==> src/rtl/sector_access_scheduler.sv <==
// Sector access scheduler: waits for a target sector, delays, then opens a
// timed read/write window; reports done/overrun/timeout/abort pulses.
// Ports: clock, reset (async, active-low), clkenbl_1usec/_sector/_index,
//   Sector_Address, req_valid/req_ready/req_sector/req_write, abort,
//   busy, window_active, window_write, done, overrun, timeout, aborted.
// Optional (SCHED_ERRCNT_EN): err_clear in, err_count[7:0] out.
module sector_access_scheduler #(
  parameter int SECTOR_BITS = 2,
  parameter int DELAY_US    = 250,
  parameter int WINDOW_US   = 4500,
  parameter int MAX_INDEX   = 2
) (
  input  logic                   clock,
  input  logic                   reset,
`ifdef SCHED_ERRCNT_EN
  input  logic                   err_clear,
  output logic [7:0]             err_count,
`endif
  input  logic                   clkenbl_1usec,
  input  logic                   clkenbl_sector,
  input  logic                   clkenbl_index,
  input  logic [SECTOR_BITS-1:0] Sector_Address,
  input  logic                   req_valid,
  output logic                   req_ready,
  input  logic [SECTOR_BITS-1:0] req_sector,
  input  logic                   req_write,
  input  logic                   abort,
  output logic                   busy,
  output logic                   window_active,
  output logic                   window_write,
  output logic                   done,
  output logic                   overrun,
  output logic                   timeout,
  output logic                   aborted
);

  typedef enum logic [1:0] {
    IDLE,
    SEARCH,
    DELAY,
    ACTIVE
  } state_t;

  state_t state_q, state_d;

  logic [SECTOR_BITS-1:0] tgt_q;
  logic                   wr_q;
  logic [3:0]             idx_q;
  logic [3:0]             idx_nxt;
  logic [15:0]            us_q;
  logic                   pend_q;
  logic                   wa_q;
  logic                   ww_q;

  logic match;
  logic dly_hit;
  logic win_hit;
  logic latch;
  logic idx_clr;
  logic idx_inc;
  logic us_inc;

  // pend_q delays the sector pulse one cycle so the address has advanced
  assign match   = pend_q && (Sector_Address == tgt_q);
  assign idx_nxt = (idx_q == 4'hf) ? idx_q : idx_q + 4'd1;
  assign dly_hit = (us_q == 16'(DELAY_US - 1));
  assign win_hit = (us_q == 16'(WINDOW_US - 1));

  assign busy          = (state_q != IDLE);
  assign req_ready     = (state_q == IDLE);
  assign window_active = wa_q;
  assign window_write  = ww_q;

  always_comb begin
    state_d = state_q;
    latch   = 1'b0;
    idx_clr = 1'b0;
    idx_inc = 1'b0;
    us_inc  = 1'b0;
    done    = 1'b0;
    overrun = 1'b0;
    timeout = 1'b0;
    aborted = 1'b0;
    unique case (state_q)
      IDLE: begin
        if (req_valid) begin
          latch   = 1'b1;
          idx_clr = 1'b1;
          state_d = SEARCH;
        end
      end
      SEARCH: begin
        if (abort) begin
          aborted = 1'b1;
          state_d = IDLE;
        end else if (match) begin
          state_d = DELAY;
        end else if (clkenbl_index) begin
          idx_inc = 1'b1;
          if (idx_nxt == 4'(MAX_INDEX)) begin
            timeout = 1'b1;
            state_d = IDLE;
          end
        end
      end
      DELAY: begin
        if (abort) begin
          aborted = 1'b1;
          state_d = IDLE;
        end else if (clkenbl_sector) begin
          done    = 1'b1;
          overrun = 1'b1;
          state_d = IDLE;
        end else if (clkenbl_1usec) begin
          if (dly_hit) state_d = ACTIVE;
          else         us_inc  = 1'b1;
        end
      end
      ACTIVE: begin
        if (abort) begin
          aborted = 1'b1;
          state_d = IDLE;
        end else if (clkenbl_sector) begin
          done    = 1'b1;
          overrun = 1'b1;
          state_d = IDLE;
        end else if (clkenbl_1usec) begin
          if (win_hit) begin
            done    = 1'b1;
            state_d = IDLE;
          end else begin
            us_inc = 1'b1;
          end
        end
      end
      default: state_d = IDLE;
    endcase
  end

  always_ff @(posedge clock or negedge reset) begin
    if (!reset) begin
      state_q <= IDLE;
      tgt_q   <= '0;
      wr_q    <= 1'b0;
      idx_q   <= '0;
      us_q    <= '0;
      pend_q  <= 1'b0;
      wa_q    <= 1'b0;
      ww_q    <= 1'b0;
    end else begin
      state_q <= state_d;
      pend_q  <= (state_q == SEARCH) && clkenbl_sector;
      if (latch) begin
        tgt_q <= req_sector;
        wr_q  <= req_write;
      end
      if (idx_clr)      idx_q <= '0;
      else if (idx_inc) idx_q <= idx_nxt;
      // every state change restarts the usec count
      if (state_d != state_q) us_q <= '0;
      else if (us_inc)        us_q <= us_q + 16'd1;
      wa_q <= (state_d == ACTIVE);
      ww_q <= (state_d == ACTIVE) && wr_q;
    end
  end

`ifdef SCHED_ERRCNT_EN
  always_ff @(posedge clock or negedge reset) begin
    if (!reset) begin
      err_count <= '0;
    end else if (err_clear) begin
      err_count <= '0;
    end else if ((timeout || overrun) && (err_count != 8'hff)) begin
      err_count <= err_count + 8'd1;
    end
  end
`endif

endmodule

==> config.mk <==
export PLATFORM = sky130hd
export DESIGN_NAME = sector_access_scheduler
export DESIGN_NICKNAME = d
export VERILOG_FILES = /design/src/rtl/sector_access_scheduler.sv
export SDC_FILE = /design/constraint.sdc
export NUM_CORES = 1
export LEC_CHECK = 0
export ABC_AREA = 1
export CORE_AREA = 2 2 65 67
export DETAILED_ROUTE_END_ITERATION = 12
export DIE_AREA = 0 0 67 69
export PLACE_DENSITY = 0.75
export SYNTH_ARGS = -nofsm -noshare
export SYNTH_HDL_FRONTEND = slang
export SYNTH_SLANG_ARGS = --single-unit
==> constraint.sdc <==
create_clock -name clock -period 4.9 [get_ports clock]
set_input_delay 0.735 -clock clock [delete_from_list [all_inputs] [get_ports clock]]
set_output_delay 0.735 -clock clock [all_outputs]
set_load 0.02 [all_outputs]
### Word-level counts from Yosys, hierarchy flattened

Cells that the tools add are included.

| storage, ports and cells | value |
|---|---|
| output and inout bits | 8 |
| register bits | 28 |

| cells by class | value |
|---|---|
| add/subtract/negate cells | 2 |
| reduce and logical (&&, ||, !) cells | 9 |
| eq/ne operators | 10 |
| muxes and demuxes | 49 |

Operators with widths:

| operator | count |
|---|---|
| 16-bit two-way mux | 2 |
| 1-bit two-way mux | 28 |
| 2-bit two-way mux | 13 |
| 16-bit by 1-bit adder with 16-bit output (second input constant) | 1 |
| 16-bit by 13-bit == test with 1-bit output (second input constant) | 1 |
| 16-bit by 8-bit == test with 1-bit output (second input constant) | 1 |
| 4-bit two-way mux | 3 |
| 2-bit case mux with 4 select lines | 1 |
| 2-bit == test (second input constant) | 3 |
| 2-bit nonzero test | 3 |
| 4-bit by 1-bit adder with 4-bit output (second input constant) | 1 |
| 4-bit by 2-bit == test with 1-bit output (second input constant) | 1 |
| 4-bit == test (second input constant) | 1 |
| 1-bit case mux with 2 select lines | 2 |
| 1-bit logical AND | 3 |
| 3-bit OR reduction | 1 |
| 2-bit by 1-bit == test with 1-bit output (second input constant) | 1 |
| 2-bit == test | 1 |
| 2-bit zero test | 1 |
| 2-bit inequality test | 1 |
| 2-bit OR reduction | 1 |

### Longest topological paths before layout

Gate-level depths: netlist (run 1).

| depth | value |
|---|---|
| depth in word-level cells | 10 |
| depth in mapped cells | 15 |
| gate-level depth less buffers | 14 |

### Worst setup path before layout (run 1)

No wires, ideal clock.

| path | value |
|---|---|
| kind | input-to-output |
| start point | in Sector_Address[1] |
| end point | out timeout |
| data required time | 4.165 ns |
| arrival | 1.465 ns |
| stages | 5 |
| path slack | 2.700 ns |
| buffers on the path | 0 |
| cell sequence | xor2_1 > nor2_1 > nor2_1 > nand3_1 > nor2_1 |

| on the way | value |
|---|---|
| word-level cells in the longest chain between the ends | 5 |

RTL lines:

| element | RTL line | RTL |
|---|---|---|
| from (decl) | 22 | `input logic [SECTOR_BITS-1:0] Sector_Address,` |
| 2-bit == test | 64 | `assign match = pend_q && (Sector_Address == tgt_q);` |
| 1-bit logical AND | 64 |  |
| 1-bit two-way mux | 96 | `end else if (match) begin` |
| 1-bit two-way mux | 93 | `if (abort) begin` |
| 1-bit two-way mux | 84 | `unique case (state_q)` |
| to (decl) | 33 | `output logic timeout,` |

Every way passes these cells.

### Final worst setup path (run 1)

Same ends and word-level chain as after synthesis.

==> flow_summary_export.csv, run 1 <==
group,metric,value,unit
placed_design,hpwl,2800,um
floorplan,die_x,67,um
sta,hold_viol,0,
pwr,vdd_ir_drop_max,0.0993,mV
detailed_routing,drc_errors,0,
setup_path,crit_top_cell,"nor2_1",
setup_path,crit_family,"buffers and inverters",
setup_path,criticalPathCategory,"input port to output pin",
sta,slew_headroom,73.1,%
grt,grt_pass1_wl,7000,um
clock_tree,cts.repair.resized,0,
sta,setup_tns,0,ns
detailed_routing,viasPerCell,5.22,
pwr,p_per_area,251,nW/um^2
logic_synthesis,yosysWarningCount,0,
sta,setup_viol,0,
final_layout,nNetsFinal,284,
setup_path,crit_arrival,2.42,ns
detailed_routing,drt_pre_antenna_iters,4,
floorplan,initial_core_util,48.6,%
pwr,power.total,0.549,mW
setup_path,crit_path_end_kind,"output pin",
logic_synthesis,synth-edff-count,0,
sta,worst_slew_pin_slew,0.403,ns
setup_path,cp.required,4.16,ns
setup_path,start_kind,"input port",
sta,min_period_over_period,64.4,%
placed_design,portBuffers,19,
sta,report.final.slew_viol_count,0,
sta,rsz0062_at_grt,"false",
grt,overflow,0,
logic_synthesis,synth_area,1900,um^2
job,cap_violations,0,
floorplan,dieArea,4620,um^2
logic_synthesis,synth_top_cell_area_share,36.8,%
detailed_routing,totalWireLength,3780,um
logic_synthesis,synth_flop_cell,"dfrtp_1",
setup_path,r2r_start,"us_q[0]$_DFFE_PN0P_",
logic_synthesis,ys_top_cells_by_count,"nand2_1 (45), nor2_1 (33), inv_1 (30)",
clock_tree,cts.sinks,28,
placed_design,place_congestion,0.953,
logic_synthesis,synth_nets,265,
setup_path,path_max_fanout,4,
min_path,hp-class,"flip-flop to flip-flop",
final_layout,fill_cells,387,
sta,finalClockSkew,0.00217,ns
clock_tree,cts_root_buf,"clkbuf_8",
clock_tree,cts_max_path_buffers,2,
final_layout,instances_no_fill,317,
detailed_routing,drt_iter0_markers,127,
floorplan,core_area,3910,um^2
final_layout,diodes,0,
grt,antenna_found_initial,0,
floorplan,io-pin-count,20,
setup_path,path_cells,"clkdlybuf4s50_1 -> xor2_1 -> nor2_1 -> nor2_1 -> nand3_1 -> nor2_1 -> clkdlybuf4s50_1",
logic_synthesis,yosysMostFrequentCell,"nand2_1",
sta,layout_min_cycle_time,3.16,ns
clock_tree,clkLatencyLatePin,0.27,ns
floorplan,num_rows,23,
run_status,status,"finished clean",
detailed_routing,avgRoutedWirePerCell,11.9,um
setup_path,cpPeakStageDelay,0.61,ns
final_layout,drive_above_1_share,10.9,%
logic_synthesis,synth_seq_area_share,36.8,%
logic_synthesis,ys_async_sr_fraction,100,%
placed_design,dp_cells,313,
sta,whs,0.534,ns
logic_synthesis,yosysUniqueCellTypes,32,
logic_synthesis,ys_ff_latch,28,
grt,grt_usage,18.9,%
clock_tree,cts_tree,"done",
pwr,leakage,1.03,nW
setup_path,startpoint,"Sector_Address[1]",
logic_synthesis,synth_area_leaders,"dfrtp_1 (37%), nand2_1 (8.9%), nand4_1 (8.9%), xor2_1 (6.9%), nor2_1 (6.5%)",
clock_tree,holdBufCountCts,0,
clock_tree,cts_made_buffers,3,
grt,grt_pass1_vias,1598,
setup_path,crit_buf_inv,2,
detailed_routing,ant_nets,0,
detailed_routing,num_vias,1654,
clock_tree,path_clk_slew,0.10,ns
clock_tree,cts-htree-levels,1,
floorplan,fp.dieH,69,um
logic_synthesis,synth_top_area_cell,"dfrtp_1",
setup_path,slowest_stage,"clkdlybuf4s50_1",
clock_tree,cts_setup_buffers,0,
min_path,hold_start,"tgt_q[1]$_DFFE_PN0P_",
grt,grt_max_degree,29,
logic_synthesis,syn_inst,249,
sta,max_freq,0.317,GHz
final_layout,syn_to_final_growth,14.9,%
logic_synthesis,postSynthAreaPerCell,7.64,um^2
==> registers in the layout, indices dropped and copies added, names as in the netlist <==
register	flops
wr_q	1
pend_q	1
state_q	2
tgt_q	2
window_write	1
idx_q	4
window_active	1
us_q	16
==> worst reg2reg max path, stage by stage (launching register included) <==
cell and delay [ns]:
dfrtp_1 0.45, ha_1 0.25, nand4_1 0.11, nor2_1 0.22, nand2_1 0.09, nand2_1 0.06
nand2_1 0.05, nand3_2 0.29, inv_2 0.20, nand4_1 0.15, nand2_1 0.06
==> placed cells by master (no fill, tap or decap), types with 3 or more instances in the layout <==
master / synthesis / layout
inv_1: 30 / 30
nand2_1: 45 / 45
inv_2: 7 / 7
nor2_1: 33 / 33
ha_1: 4 / 4
xor2_1: 15 / 15
nand4_1: 27 / 27
nand3_2: 3 / 3
a21oi_1: 4 / 4
clkdlybuf4s50_1: 0 / 19
clkbuf_8: 0 / 3
nor3_1: 4 / 4
nand2_2: 3 / 3
nand3_1: 18 / 18
dfrtp_1: 28 / 28
nor4_1: 3 / 3
==> area by class of cell <==
cell class                 instances  area [um^2]  area share (%)
inverter                          39          149            6.81
timing repair buffer              20          198            9.04
clock buffer                       3         41.3            1.89
multi-input combinational        176         1000            46.0
clock inverter                     1         30.0            1.37
tap                               50         62.6            2.86
sequential                        28          701            32.1
==> metrics by stage <==
step	instance area, um^2	utilization (%)	worst slack (ns)
final	2190	55.9	1.74
after CTS	2190	55.9	1.74
after global placement	2110	54.0	1.77
after detailed placement	2110	54.0	1.74
after global routing	2190	55.9	1.57
after floorplan	1900	-	2.70
==> logic make-up after synthesis <==
logic type	count (synthesis)	synth area share [%]
buffers and inverters	45	10.3
AOI/OAI and AO/OA	11	3.62
DFF	28	36.8
xor gates and xnor gates	16	7.37
muxes	2	1.18
and+or+nand+nor	143	38.0
adders and majority gates	4	2.63
==> layer usage <==
layer | global-route usage (%) | part of all wire, % | up-vias
li1 | - | - | 854
met2 | 30.4 | 46 | 23
met4 | 4.08 | 0.87 | 0
met1 | 27.2 | 50 | 775
met3 | 1.96 | 2.6 | 2
met5 | 0 | 0 | -
==> where the power goes <==
| group | total [mW] | switching, mW | internal (mW) |
|---|---|---|---|
| logic | 0.110 | 0.0692 | 0.0406 |
| registers | 0.256 | 0.0121 | 0.244 |
| clock network | 0.183 | 0.0738 | 0.109 |
==> path summary, 6_finish.rpt <==
| kind | to | slack [ns] | depth (start not counted) |
|---|---|---|---|
| max | timeout | 1.74 | 7 |
| min | tgt_q[1]$_DFFE_PN0P_ | 0.53 | 1 |
| max reg2reg | us_q[6]$_DFFE_PN0P_ | 2.87 | 10 |
| min reg2reg | tgt_q[1]$_DFFE_PN0P_ | 0.53 | 1 |
| max in group asynchronous | us_q[10]$_DFFE_PN0P_ | 3.80 | 2 |
| min in group asynchronous | idx_q[0]$_DFFE_PN0P_ | 0.84 | 2 |
(Power assumes the default switching activity.)
==> run 2, diff against run 1 <==
==> constraint.sdc (replaced) <==
create_clock -name clock -period 3 [get_ports clock]
set_input_delay 0.45 -clock clock [delete_from_list [all_inputs] [get_ports clock]]
set_output_delay 0.45 -clock clock [all_outputs]
set_load 0.02 [all_outputs]
==> run 2 against run 1 <==
Compared with the run above:
- combinational power is 63% higher
- clock power is 65% higher
- count of clock-buffer cells in the layout stayed put
- clock skew hardly changed
- power is 64% higher
- first-iteration DRC count is 6.3% lower
- cell count stayed put
- critical path depth is 1 lower
- register-to-register slack worse by 1.9 ns
- die area stayed put
- setup slack worse by 1.4 ns
- critical path type is now flip-flop to output pin
- largest cell class unchanged
==> flow_summary_export.csv, run 2 (synthesis gave the netlist of run 1 again) <==
group,metric,value,unit
pwr,p_per_area,412,nW/um^2
grt,grt_usage,19.3,%
grt,met1_usage,27.4,%
floorplan,initial_core_util,48.6,%
detailed_routing,totalWireLength,4020,um
pwr,leakage,1.03,nW
detailed_routing,ant_nets,0,
final_layout,drive_above_1_share,10.9,%
setup_path,crit_path_end_kind,"output pin",
detailed_routing,drt_iter0_markers,119,
final_layout,nNetsFinal,284,
sta,setup_tns,0,ns
final_layout,multiInputGateArea,1000,um^2
final_layout,instances_no_fill,317,
clock_tree,cts_root_buf,"clkbuf_8",
pwr,vdd_ir_drop_max,0.213,mV
detailed_routing,num_vias,1693,
setup_path,r2r_start,"us_q[0]$_DFFE_PN0P_",
sta,setup_viol,0,
clock_tree,cts_max_path_buffers,2,
final_layout,fin_util,55.9,%
clock_tree,cts.repair.resized,0,
final_layout,final-seq-area,701,um^2
grt,grt_pass1_wl,7160,um
job,cap_violations,0,
placed_design,portBuffers,19,
final_layout,fill_cells,391,
detailed_routing,avgRoutedWirePerCell,12.7,um
clock_tree,path_clk_slew,0.10,ns
grt,busiest_layer,"met2",
final_layout,final_common_cell,"nand2_1",
detailed_routing,drc_errors,0,
grt,grt_pass1_vias,1614,
sta,hold_viol,0,
clock_tree,cts.sinks,28,
sta,rsz0062_at_grt,"false",
grt,grt_max_degree,29,
final_layout,syn_to_final_growth,14.9,%
sta,slew_headroom,73.4,%
grt,globalRouteMet3Util,2.12,%
run_status,status,"finished clean",
floorplan,dieArea,4620,um^2
sta,min_period_over_period,87.9,%
placed_design,place_congestion,0.959,
setup_path,crit_arrival,2.19,ns
placed_design,place_area,2110,um^2
floorplan,die_x,67,um
clock_tree,cts_made_buffers,3,
sta,layout_min_cycle_time,2.64,ns
sta,finalClockSkew,0.00252,ns
clock_tree,clkLatencyLatePin,0.28,ns
setup_path,r2r_cells,10,
min_path,whs_path_depth,1,
sta,worst_slew_pin_slew,0.398,ns
min_path,hold_start,"tgt_q[1]$_DFFE_PN0P_",
placed_design,hpwl,2860,um
floorplan,num_rows,23,
sta,max_freq,0.379,GHz
clock_tree,cts-htree-levels,1,
clock_tree,cts_tree,"done",
floorplan,core_area,3910,um^2
setup_path,criticalPathCategory,"flip-flop to output pin",
detailed_routing,drt_pre_antenna_iters,4,
setup_path,path_max_fanout,5,
final_layout,top_register,"us_q",
final_layout,largest_register_ffs,16,
setup_path,start_kind,"flip-flop",
setup_path,cp.required,2.55,ns
setup_path,startpoint,"us_q[0]$_DFFE_PN0P_",
floorplan,io-pin-count,20,
final_layout,final_cell_mix,"nand2_1 (45), nor2_1 (33), inv_1 (30)",
grt,antenna_found_initial,0,
detailed_routing,viasPerCell,5.34,
sta,report.final.slew_viol_count,0,
final_layout,largestRegisters,"us_q: 16 flops, idx_q: 4 flops",
min_path,hp-class,"flip-flop to flip-flop",
final_layout,design_area,2190,um^2
clock_tree,cts_setup_buffers,0,
final_layout,diodes,0,
grt,overflow,0,
clock_tree,holdBufCountCts,0,
placed_design,dp_cells,313,
grt,grtUsageMet2,31.0,%
pwr,power.total,0.900,mW
floorplan,fp.dieH,69,um
## run 2: cell counts in the layout (fill, tap and decap cells not counted)
No cell type changed its count.
## run 2: worst max-delay path: stages, from the launching register on
cell,delay (ns)
dfrtp_1,0.44
ha_1,0.26
nand4_1,0.11
nor2_1,0.21
nand3_2,0.14
o22ai_1,0.13
clkdlybuf4s50_1,0.62
## run 2: final timing paths
kind / slack, ns / endpoint
worst min-delay path: 0.53 / tgt_q[1]$_DFFE_PN0P_
worst min register to register: 0.53 / tgt_q[1]$_DFFE_PN0P_
worst max-delay path: 0.36 / done
max in group asynchronous: 2.18 / us_q[14]$_DFFE_PN0P_
min in group asynchronous: 0.55 / idx_q[0]$_DFFE_PN0P_
worst max register to register: 1.00 / us_q[13]$_DFFE_PN0P_
## run 2: stage by stage
step / hold slack, ns / worst slack [ns]
finish: 0.533 / 0.363
global route: 0.560 / 0.245
CTS: 0.538 / 0.369
detailed placement: 0.514 / 0.411
global placement: 0.485 / 0.441
floorplan: 0.154 / 1.25
## run 2: area by class of cell
type | instances | share of cell area, %
Sequential cell | 28 | 32.1
Tap cell | 50 | 2.86
Multi-Input combinational cell | 176 | 46.0
Clock buffer | 3 | 1.89
Clock inverter | 1 | 1.37
Timing Repair Buffer | 20 | 9.04
Inverter | 39 | 6.81
## run 2: power breakdown
part           internal [mW]  leakage, nW  switching (mW)
Combinational         0.0666        0.613           0.113
Sequential             0.399        0.380          0.0201
Clock                  0.179       0.0357           0.123
## run 2: routing by layer
metal	routed length, um	vias up
met3	134	6
met2	1920	30
met4	47	0
met5	0	-
met1	1920	802
li1	-	855
